### config.mk
export PLATFORM = sky130hd
export DESIGN_NAME = div_seq
export DESIGN_NICKNAME = d
export VERILOG_FILES = /design/src/rtl/div_seq.sv
export SDC_FILE = /design/constraint.sdc
export NUM_CORES = 1
export LEC_CHECK = 0
export ABC_AREA = 1
export ABC_CLOCK_PERIOD_IN_PS = 6780
export BUFFER_PORTS_ARGS = -buffer_cell sky130_fd_sc_hd__buf_2
export CORE_MARGIN = 5
export CORE_UTILIZATION = 45
export DETAILED_ROUTE_END_ITERATION = 7
export PLACE_DENSITY_LB_ADDON = 0.25
export SETUP_SLACK_MARGIN = 0.5
export SKIP_LAST_GASP = 1
export SLEW_MARGIN = 20
export SYNTH_ARGS = -nofsm -noshare
export SYNTH_HDL_FRONTEND = slang
export SYNTH_SLANG_ARGS = --single-unit
### constraint.sdc
create_clock -name clk -period 6.78 [get_ports clk]
set_clock_uncertainty 0.05 [all_clocks]
set_input_delay 1.356 -clock clk [delete_from_list [all_inputs] [get_ports clk]]
set_output_delay 1.356 -clock clk [all_outputs]
set_load 0.02 [all_outputs]
### src/rtl/div_seq.sv
// Iterative 32-bit radix-2 restoring divider for DIV/DIVU with its own sequencing FSM.
// Returns {remainder, quotient} and requests an EX stall while a divide is in flight.
module div_seq (
   input  logic        clk,
   input  logic        rst,
   input  logic        start,
   input  logic        signed_div,
   input  logic        annul,
   input  logic [31:0] opdata1,
   input  logic [31:0] opdata2,
   output logic [63:0] result,
   output logic        ready,
   output logic        stallreq
);

   localparam logic [1:0] IDLE   = 2'b00;
   localparam logic [1:0] BYZERO = 2'b01;
   localparam logic [1:0] ON     = 2'b10;
   localparam logic [1:0] DONE   = 2'b11;

   logic [1:0]  state;
   logic [5:0]  cnt;
   logic [64:0] work;       // {rem[32:0], quo[31:0]}
   logic [31:0] divisor;
   logic        qneg;
   logic        rneg;

   logic [31:0] abs1;
   logic [31:0] abs2;
   logic [64:0] shifted;
   logic [33:0] diff;
   logic [64:0] work_nxt;
   logic [31:0] quo_fin;
   logic [31:0] rem_fin;
   logic        abort;

   // NOTE: every signal assigned in always_comb gets a default first, so no latch is inferred.
   always_comb begin
      abs1     = opdata1;
      abs2     = opdata2;
      if (signed_div && opdata1[31]) abs1 = -opdata1;
      if (signed_div && opdata2[31]) abs2 = -opdata2;

      shifted  = work << 1;
      // One extra bit so a negative trial difference is visible in diff[33].
      diff     = {1'b0, shifted[64:32]} - {2'b00, divisor};
      work_nxt = shifted;
      if (!diff[33]) work_nxt = {diff[32:0], shifted[31:1], 1'b1};

      quo_fin  = qneg ? -work_nxt[31:0]  : work_nxt[31:0];
      rem_fin  = rneg ? -work_nxt[63:32] : work_nxt[63:32];
   end

   assign abort    = annul | ~start;
   assign stallreq = start & ~annul & (state != DONE);

   // NOTE: sequential state uses non-blocking assignments only; reset is asynchronous
   // so a flush-by-reset clears ready/result without waiting for a clock edge.
   always_ff @(posedge clk or posedge rst) begin
      if (rst) begin
         state   <= IDLE;
         cnt     <= 6'd0;
         work    <= 65'd0;
         divisor <= 32'd0;
         qneg    <= 1'b0;
         rneg    <= 1'b0;
         result  <= 64'h0;
         ready   <= 1'b0;
      end else begin
         case (state)
            IDLE: begin
               ready <= 1'b0;
               if (start && !annul) begin
                  cnt     <= 6'd0;
                  divisor <= abs2;
                  work    <= {33'd0, abs1};
                  qneg    <= signed_div & (opdata1[31] ^ opdata2[31]);
                  rneg    <= signed_div & opdata1[31];
                  state   <= (opdata2 == 32'd0) ? BYZERO : ON;
               end
            end
            BYZERO: begin
               if (abort) begin
                  state <= IDLE;
               end else begin
                  state  <= DONE;
                  ready  <= 1'b1;
                  result <= 64'h0;
               end
            end
            ON: begin
               if (abort) begin
                  state <= IDLE;
               end else begin
                  work <= work_nxt;
                  cnt  <= cnt + 6'd1;
                  if (cnt == 6'd31) begin
                     state  <= DONE;
                     ready  <= 1'b1;
                     result <= {rem_fin, quo_fin};
                  end
               end
            end
            DONE: begin
               if (abort) begin
                  state <= IDLE;
                  ready <= 1'b0;
               end
            end
            default: begin
               state <= IDLE;
               ready <= 1'b0;
            end
         endcase
      end
   end

endmodule
==> key figures <==
Clocking
  • CTS Sinks: 171
  • Worst-Skew Late Latency: 0.45 ns
  • Root Driver: clkbuf_16
  • Clk slew on worst S/H paths: 0.08 ns
  • Total number of H-tree levels: 4
  • Postcts setup bufs: 0
  • CTS Buf Count: 17
  • CTS tree: built
  • Clk buf depth: 2
  • Hold Buf Count CTS: 0
  • Post-CTS sizing: 0

Worst setup path
  • Cell repeated most along the worst path: nand2_1
  • Reg2reg end: result[28]$_DFFE_PP0P_
  • Sum of buffers and inverters on the critical path: 4
  • Cell family with most CP delay: simple AND/OR/NAND/NOR gates
  • R2R cell count: 28
  • Slowest CP cell: nor2_4
  • Setup crit end kind: flip-flop
  • Crit Path Max Fanout: 40
  • Worst endpoint required time: 7.06 ns
  • Max incr delay on CP: 0.47 ns
  • Arrival time of the worst setup path: 5.60 ns
  • Reg2reg setup slack: 1.46 ns
  • Startpoint Class: flip-flop
  • CP Class: flip-flop to flip-flop
  • FF-to-FF Start: work[50]$_DFFE_PP0P_

STA
  • Final Max Slew Viols: 0
  • RSZ-0062 raised after global routing: no
  • Hold violation count in the final report: 0
  • Setup TNS: 0 ns
  • Min cycle time layout: 5.32 ns
  • Fin crit share: 78.5%
  • Finish-stage setup viols: 0
  • Fmax: 188 MHz
  • Max-slew headroom: 27.0%
  • Slew @ Worst Pin: 1.10 ns

Pwr
  • Worst vdd ir: 0.258 mV
  • Pleak: 7.72 nW
  • Pwr per Cell Area: 573 mW/mm2

Layout
  • Nets: 2155
  • Fin util: 51.4%
  • Synth-to-Final Area Change: 12.3%
  • Share of cells above drive strength 1: 11.4%
  • Antenna Cells: 0
  • Number of fill cells in the layout: 2815
  • Design area: 0.0143 mm2

Synth
  • Post-Syn Area: 0.0128 mm2
  • Yosys Warn Count: 0
  • Syn_nets: 2053
  • FFs w/ async S/R, synth: 100%
  • Seq cells post-synth: 171
  • Post-synth top cells: 624 x nand2_1, 284 x inv_1, 171 x dfrtp_1, 161 x nor2_1, 130 x nand3_1
  • Seq/Total Area, Yosys: 33.5%
  • Cell taking the most area after synthesis: dfrtp_1
  • Number of synthesized flops with an enable pin: 0
  • Syn Area/Cell: 6.57 um2
  • Main flop type after synthesis: dfrtp_1
  • Yosys cell types: 51
  • Cells after synthesis: 1941
  • Synth area leaders: dfrtp_1 34%, nand2_1 18%, inv_1 8.4%, nand3_1 5.1%, o21ai_0 5.0%
  • Yosys top cell area share: 33.5%
  • Cell with the most instances after synthesis: nand2_1

Global routing
  • Met1 usage: 37.5%
  • Vias in the first global route: 12406
  • Initial antenna violation count: 0
  • Busiest grt layer: met2
  • M3 GR Usage: 5.32%
  • First-pass GRT wire length: 67500 um
  • GR Util All Layers: 27.2%
  • Grt total ovfl: 0
  • Largest net degree at the start of global routing: 68
  • Met2 usage: 41.8%

Route
  • DRC violations left: 0
  • Initial DRC Count: 1102
  • Remaining antenna violation count: 0
  • Drt total wl: 42800 um
  • Via density: 5.34
  • Vias: 12987
  • Wirelength per Cell: 17.6 um
  • 1st-pass router iterations: 8

Die
  • Initial core utilization: 45.8%
  • # IOs: 135
  • Die area: 0.0318 mm2
  • Die extent in x: 178 um
  • Rows: 61
  • Die height: 178 um
  • Core area: 0.0279 mm2

Worst hold path
  • Hold_sp: result[10]$_DFFE_PP0P_
  • Worst min path class: flip-flop to flip-flop
  • WHS Path Cells: 2
  • Hold EP: result[10]$_DFFE_PP0P_

Job
  • Max-Cap Viols: 0

Outcome
  • Run status: finished clean

Placement
  • Buffers on Ports: 134
  • GPL Wtd Cong: 0.974
  • Hpwl dp: 32900 um
  • Placed instance area: 0.0137 mm2
how the worst max path moves through the flow:
stage,from,end,slack (ns),cells after the start
after CTS,work[50]$_DFFE_PP0P_,result[28]$_DFFE_PP0P_,1.58,28
after floorplan,rst,cnt[0]$_DFFE_PP0P_,0.74,1
after global routing,work[42]$_DFFE_PP0P_,result[28]$_DFFE_PP0P_,1.02,30
final,work[50]$_DFFE_PP0P_,result[28]$_DFFE_PP0P_,1.46,28
after detailed placement,work[50]$_DFFE_PP0P_,result[28]$_DFFE_PP0P_,1.58,28
after global placement,work[50]$_DFFE_PP0P_,result[28]$_DFFE_PP0P_,1.75,28
routing by layer:
| layer | vias up | share of wire (%) |
|---|---|---|
| li1 | 6392 | - |
| met2 | 488 | 44 |
| met1 | 6011 | 45 |
| met3 | 96 | 6.8 |
| met5 | - | 0 |
| met4 | 0 | 4.1 |
layout by cell type, fill, tap and decap left out, drive strengths merged, types with 17 or more instances in the layout:
cell,Yosys,routed
inv,290,293
nand2,648,648
nor2,172,172
dfrtp,171,171
xnor2,17,17
ha,42,42
buf,19,142
nor3,33,33
o221ai,27,27
clkbuf,40,18
nand4,19,19
nand3,134,134
o21ai,141,141
xor2,50,50
a21oi,57,57
where the power goes:
part	leakage (nW)	total, W	switching (W)	internal (W)
combinational	5.15	0.00557	0.00398	0.00160
clock	0.298	0.00105	0.000509	0.000540
sequential	2.28	0.00158	0.000279	0.00130
total	7.72	0.00820	0.00477	0.00344
worst min-delay path, cell delays in order (launching register included):
cell	delay, ns
dfrtp_1	0.35
nand2_1	0.05
nand2_1	0.04
sequential cells by signal (all words and copies together) (netlist names):
| name | cells |
|---|---|
| cnt | 6 |
| qneg | 1 |
| work | 64 |
| rneg | 1 |
| divisor | 32 |
| state | 2 |
| ready | 1 |
| result | 64 |
cells by family after synthesis:
kind of cell	after synthesis	share of synthesized area, %
AND/OR/NAND/NOR	1035	34.2
adder cells (fa/ha/maj)	43	4.28
multiplexers	1	0.0785
XOR/XNOR	67	4.60
buffers and inverters	351	10.7
AO/OA/AOI/OAI	273	12.6
flip-flops	171	33.5
cell type report:
type,count,area (um2),area share (%)
Multi-Input combinational cell,1419,7120,49.7
Sequential cell,171,4280,29.9
Inverter,292,1100,7.69
Timing Repair Buffer,142,731,5.10
Tap cell,378,473,3.30
Clock buffer,18,439,3.07
Clock inverter,14,180,1.26
per-stage QoR:
stage	cells	hold WS, ns	total power [W]	setup slack (ns)
final	2434	0.428	0.00820	1.46
after global routing	2434	0.446	0.00894	1.02
after CTS	2434	0.431	0.00812	1.58
after detailed placement	2402	0.409	0.00705	1.58
after global placement	2402	0.405	0.00703	1.75
after floorplan	1941	0.403	0.00554	0.742
(Power assumes the default switching activity.)
